===== config.mk =====
export PLATFORM = sky130hd
export DESIGN_NAME = ex_wb_buffer
export DESIGN_NICKNAME = d
export VERILOG_FILES = /design/src/rtl/ex_wb_buffer.sv
export SDC_FILE = /design/constraint.sdc
export NUM_CORES = 1
export LEC_CHECK = 0
export ABC_CLOCK_PERIOD_IN_PS = 6850
export CAP_MARGIN = 0
export CORE_ASPECT_RATIO = 0.75
export CORE_MARGIN = 2
export CORE_UTILIZATION = 47
export CTS_CLUSTER_SIZE = 8
export DETAILED_ROUTE_END_ITERATION = 7
export HOLD_SLACK_MARGIN = 0.05
export PLACE_DENSITY = 0.95
export SKIP_CTS_REPAIR_TIMING = 1
export SYNTH_ARGS = -nofsm -noshare
export SYNTH_HDL_FRONTEND = slang
export SYNTH_SLANG_ARGS = --single-unit

===== constraint.sdc =====
create_clock -name clk -period 6.85 [get_ports clk]
set_input_delay 2.055 -clock clk [delete_from_list [all_inputs] [get_ports clk]]
set_output_delay 2.055 -clock clk [all_outputs]
set_load 0.01 [all_outputs]

===== src/rtl/ex_wb_buffer.sv =====
// ex_wb_buffer: two-entry execute-to-writeback FIFO with a combinational forwarding lookup
//
// Ports:
//   clk, reset                       clock, asynchronous active-high reset
//   ex_valid/ex_ready                execute-side handshake (ready never depends on wb_ready)
//   ex_sel_shift, result_shifter,
//   result_alu, ex_rd, ex_we         completed uop: result select, both results, destination, write enable
//   flush                            synchronous discard of all buffered entries
//   wb_valid/wb_ready                writeback-side handshake
//   wb_rd, wb_data, wb_we            head entry (all zero when wb_valid = 0)
//   lookup_rs1/2, fwd_hit1/2,
//   fwd_data1/2                      forwarding lookup over buffered writes
//   occupancy                        number of valid entries
module ex_wb_buffer #(
   parameter int DATA_WIDTH     = 32,
   parameter int REG_ADDR_WIDTH = 5
) (
   input  logic                      clk,
   input  logic                      reset,
   input  logic                      ex_valid,
   output logic                      ex_ready,
   input  logic                      ex_sel_shift,
   input  logic [DATA_WIDTH-1:0]     result_shifter,
   input  logic [DATA_WIDTH-1:0]     result_alu,
   input  logic [REG_ADDR_WIDTH-1:0] ex_rd,
   input  logic                      ex_we,
   input  logic                      flush,
   output logic                      wb_valid,
   input  logic                      wb_ready,
   output logic [REG_ADDR_WIDTH-1:0] wb_rd,
   output logic [DATA_WIDTH-1:0]     wb_data,
   output logic                      wb_we,
   input  logic [REG_ADDR_WIDTH-1:0] lookup_rs1,
   input  logic [REG_ADDR_WIDTH-1:0] lookup_rs2,
   output logic                      fwd_hit1,
   output logic                      fwd_hit2,
   output logic [DATA_WIDTH-1:0]     fwd_data1,
   output logic [DATA_WIDTH-1:0]     fwd_data2,
   output logic [1:0]                occupancy
);
   logic [REG_ADDR_WIDTH-1:0] rd_q   [2];
   logic [DATA_WIDTH-1:0]     data_q [2];
   logic                      we_q   [2];
   logic                      head, tail;
   logic [1:0]                count;
   logic                      push, pop;
   logic                      young, old;
   logic                      hy1, ho1, hy2, ho2;

   assign ex_ready  = (count != 2'd2) & ~flush;
   assign wb_valid  = count != 2'd0;
   assign push      = ex_valid & ex_ready;
   assign pop       = wb_valid & wb_ready;
   assign occupancy = count;
   assign wb_rd     = wb_valid ? rd_q[head]   : '0;
   assign wb_data   = wb_valid ? data_q[head] : '0;
   assign wb_we     = wb_valid & we_q[head];

   // Youngest entry sits just behind tail; the other slot is valid only when full.
   // Stored we is already cleared for rd 0, so index 0 can never match.
   assign young = ~tail;
   assign old   = tail;
   assign hy1   = wb_valid & we_q[young] & (rd_q[young] == lookup_rs1);
   assign ho1   = (count == 2'd2) & we_q[old] & (rd_q[old] == lookup_rs1);
   assign hy2   = wb_valid & we_q[young] & (rd_q[young] == lookup_rs2);
   assign ho2   = (count == 2'd2) & we_q[old] & (rd_q[old] == lookup_rs2);

   assign fwd_hit1  = hy1 | ho1;
   assign fwd_hit2  = hy2 | ho2;
   assign fwd_data1 = hy1 ? data_q[young] : ho1 ? data_q[old] : '0;
   assign fwd_data2 = hy2 ? data_q[young] : ho2 ? data_q[old] : '0;

   always_ff @(posedge clk or posedge reset) begin
      if (reset) begin
         rd_q   <= '{default: '0};
         data_q <= '{default: '0};
         we_q   <= '{default: 1'b0};
         head   <= 1'b0;
         tail   <= 1'b0;
         count  <= 2'd0;
      end else begin
         if (push) begin
            rd_q[tail]   <= ex_rd;
            data_q[tail] <= ex_sel_shift ? result_shifter : result_alu;
            we_q[tail]   <= ex_we & (ex_rd != '0);
         end
         if (flush) begin
            head  <= 1'b0;
            tail  <= 1'b0;
            count <= 2'd0;
         end else begin
            tail  <= tail ^ push;
            head  <= head ^ pop;
            count <= count + 2'(push) - 2'(pop);
         end
      end
   end
endmodule

==> results.sh <==
export IMPL_status="completed"
export IMPL_htreeDepth=3
export IMPL_drtAntennaViolNets=0
export IMPL_yosysMostFrequentCell="nor2_1"
export IMPL_seq_area_frac_synth_pct=39.6
export IMPL_dr_total_vias=4863
export IMPL_met3_length_mm=1.32
export IMPL_grt_pass1_vias=4792
export IMPL_critPathArrivalTime_ns=4.71
export IMPL_via_per_inst=5.87
export IMPL_hold_class="reg -> reg"
export IMPL_timing_rr_end="data_q[3]$_DFFE_PP0P_"
export IMPL_start_util_pct=48.7
export IMPL_fmax_ghz=0.148
export IMPL_drc=0
export IMPL_path_clk_slew_ns=0.06
export IMPL_irDropWorstVdd_mv=0.178
export IMPL_maxCapViolations=0
export IMPL_gr_total_overflow=0
export IMPL_hpwl_mm=10.8
export IMPL_dieHeight_um=93.8
export IMPL_synth_fa_ha_area_share_pct=0.991
export IMPL_reg2reg_from="old$_DFF_PP0_"
export IMPL_synthTopCellsByCount="109 x nor2_1, 81 x mux2i_1, 80 x dfrtp_1"
export IMPL_async_flop_share_pct=100
export IMPL_avgSynthCellArea_um2=9.72
export IMPL_layout_drive_gt1_share_pct=7.79
export IMPL_path_class="in -> out"
export IMPL_synth_top_family_by_area="multiplexers"
export IMPL_max_clock_path_buffers=2
export IMPL_hold_path_endpoint="rd_q[7]$_DFFE_PP0P_"
export IMPL_synth_top_cells_by_area="dfrtp_1 40%, mux2i_1 16%, a22o_1 10%"
export IMPL_syn2layout_area_growth_pct=45.2
export IMPL_ys_warn_count=0
export IMPL_cts_tree="built"
export IMPL_clock_skew_ns=0.00819
export IMPL_gp_congestion=0.938
export IMPL_min_from="rd_q[7]$_DFFE_PP0P_"
export IMPL_clk_latency_ns=0.33
export IMPL_ioPinCount=194
export IMPL_startpoint_type="input port"
export IMPL_wl_met1_mm=6.64
export IMPL_max_slew_margin_pct=16.1
export IMPL_syn_area_um2=5050
export IMPL_path_max_fanout=14
export IMPL_grt_max_degree=49
export IMPL_crit_top_cell="clkdlybuf4s50_1"
export IMPL_post_route_period_util_pct=98.8
export IMPL_crit_chain="clkdlybuf4s50_1 -> xnor2_1 -> nor4_2 -> and3_2 -> mux2_2 -> buf_4 -> a22o_1 -> clkdlybuf4s50_1"
export IMPL_synth_cells=520
export IMPL_fin_cells=829
export IMPL_finalMaxSlewViolations=0
export IMPL_die_x_um=124
export IMPL_wl_mm=15.9
export IMPL_drtIter0Drc=462
export IMPL_die_area_um2=11600
export IMPL_p_leak_nw=2.97
export IMPL_synth_fp_nets=610
export IMPL_power_density_nw_per_um2=376
export IMPL_worst_pin_slew_ns=1.26
export IMPL_critPathRequiredTime_ns=4.80
export IMPL_core_area_um2=10400
export IMPL_dp_cells=812
export IMPL_rsz0062_at_grt="false"
export IMPL_track_usage_pct=26.7
export IMPL_synthSimpleGateAreaFrac_pct=10.0
export IMPL_synth_edff_count=0
export IMPL_synth_cell_types=31
export IMPL_holdPathStages=1
export IMPL_synth_seq_cells=80
export IMPL_cp_slowest_stage_delay_ns=0.55
export IMPL_io_buffers=193
export IMPL_synthMuxAreaShare_pct=20.3
export IMPL_finalWorstSetupSlack_ns=0.0837
export IMPL_hold_viol=0
export IMPL_reg2reg_depth=4
export IMPL_num_rows=32
export IMPL_min_period_ns=6.77
export IMPL_routed_top_layer="met4"
export IMPL_num_fill_cells=737
export IMPL_fin_tns_setup_ns=0
export IMPL_setup_violations=0
export IMPL_cts_sink_count=80
export IMPL_nNetsFinal=779
export IMPL_synth_compound_area_share_pct=19.4
export IMPL_grt_pass1_wl_mm=24.2
export IMPL_synth_area_leader_cell="dfrtp_1"
export IMPL_cpMaxStageDelayCell="clkdlybuf4s50_1"
export IMPL_cp_end_kind="output port"
export IMPL_dp_slack_ns=0.112
export IMPL_antenna_cells=0
export IMPL_synth_xor_area_share_pct=3.99
export IMPL_cts_root_buf="clkbuf_16"
export IMPL_antenna_found_initial=0
export IMPL_wl_met2_mm=7.65
export IMPL_numCtsBuffers=9
export IMPL_firstDrtPassIters=5
export IMPL_synth_main_ff_cell="dfrtp_1"
export IMPL_wl_per_cell_um=19.1
export IMPL_reg2reg_setup_slack_ns=4.08
export IMPL_synth_top_area_share_pct=39.6
## kinds of logic (layout without fill, tap and decap cells)
| group | Yosys count | after routing |
|---|---|---|
| fa+ha+maj | 4 | 4 |
| buf+inv | 53 | 224 |
| xor+xnor | 23 | 23 |
| flops | 80 | 80 |
| compound gates | 140 | 140 |
| simple gates | 122 | 122 |
| mux | 98 | 100 |
## layout by cell type, fill, tap and decap left out, drive strengths merged
master / count
clkdlybuf4s50: 192
nor2: 109
mux2i: 83
dfrtp: 80
a21oi: 67
a22o: 60
mux2: 17
xor2: 13
xnor2: 10
clkbuf: 10
buf: 9
inv: 7
a221oi: 6
ha: 4
nand2: 3
and3: 3
clkinv: 3
nand4: 2
a311oi: 2
a22oi: 2
o21bai: 2
bufinv: 2
nor4: 2
and2: 1
nor2b: 1
or4: 1
o21ai: 1
clkinvlp: 1
## state kept, by name, summed over array words and instances (netlist names)
register   cells
data_q        64
rd_q          10
old            1
we_q           2
occupancy      2
head           1
## metrics by stage
step	utilization, %	total power, mW	hold slack [ns]	instance area, um2
global placement	67.1	2.16	0.537	6960
finish	70.8	2.76	0.567	7340
floorplan	-	1.62	0.521	5050
global route	70.8	2.94	0.583	7340
CTS	70.2	2.75	0.564	7280
detailed placement	67.1	2.22	0.550	6960
## worst max-delay path: cells and delay by family
family                    cells  cell delay (ns)
xor gates and xnor gates      1             0.12
AOI/OAI and AO/OA             1             0.20
and+or+nand+nor               2             0.80
muxes                         1             0.21
buffers and inverters         3             1.31
## worst max-delay path by stage
| stage | startpoint | to | slack (ns) | depth (start not counted) |
|---|---|---|---|---|
| detailed placement | lookup_rs1[2] | fwd_data1[5] | 0.11 | 7 |
| CTS | lookup_rs1[2] | fwd_data1[5] | 0.11 | 7 |
| global route | lookup_rs1[2] | fwd_data1[5] | 0.01 | 8 |
| finish | lookup_rs1[2] | fwd_data1[5] | 0.08 | 8 |
| floorplan | lookup_rs1[2] | fwd_data1[0] | 1.43 | 6 |
| global placement | lookup_rs1[2] | fwd_data1[30] | 0.19 | 7 |
## per-layer routing
| layer | global-route usage (%) | vias to the layer above |
|---|---|---|
| li1 | - | 2213 |
| met1 | 34.8 | 2374 |
| met2 | 45.2 | 251 |
| met3 | 5.22 | 25 |
| met4 | 7.48 | 0 |
| met5 | 0 | - |
## power by group
group	switching, mW	total (mW)	leakage (nW)	internal (mW)
Clock	0.183	0.510	0.155	0.327
Combinational	0.599	1.26	1.91	0.663
Sequential	0.305	0.989	0.904	0.684
## final cells by class
type	count	area, um2	area share [%]
Tap cell	136	170	2.32
Multi-Input combinational cell	389	2830	38.5
Clock inverter	5	81.3	1.11
Sequential cell	80	2000	27.3
Timing Repair Buffer	201	1990	27.1
Inverter	8	31.3	0.426
Clock buffer	10	239	3.26
No activity file was read; power rests on OpenSTA's default activity.
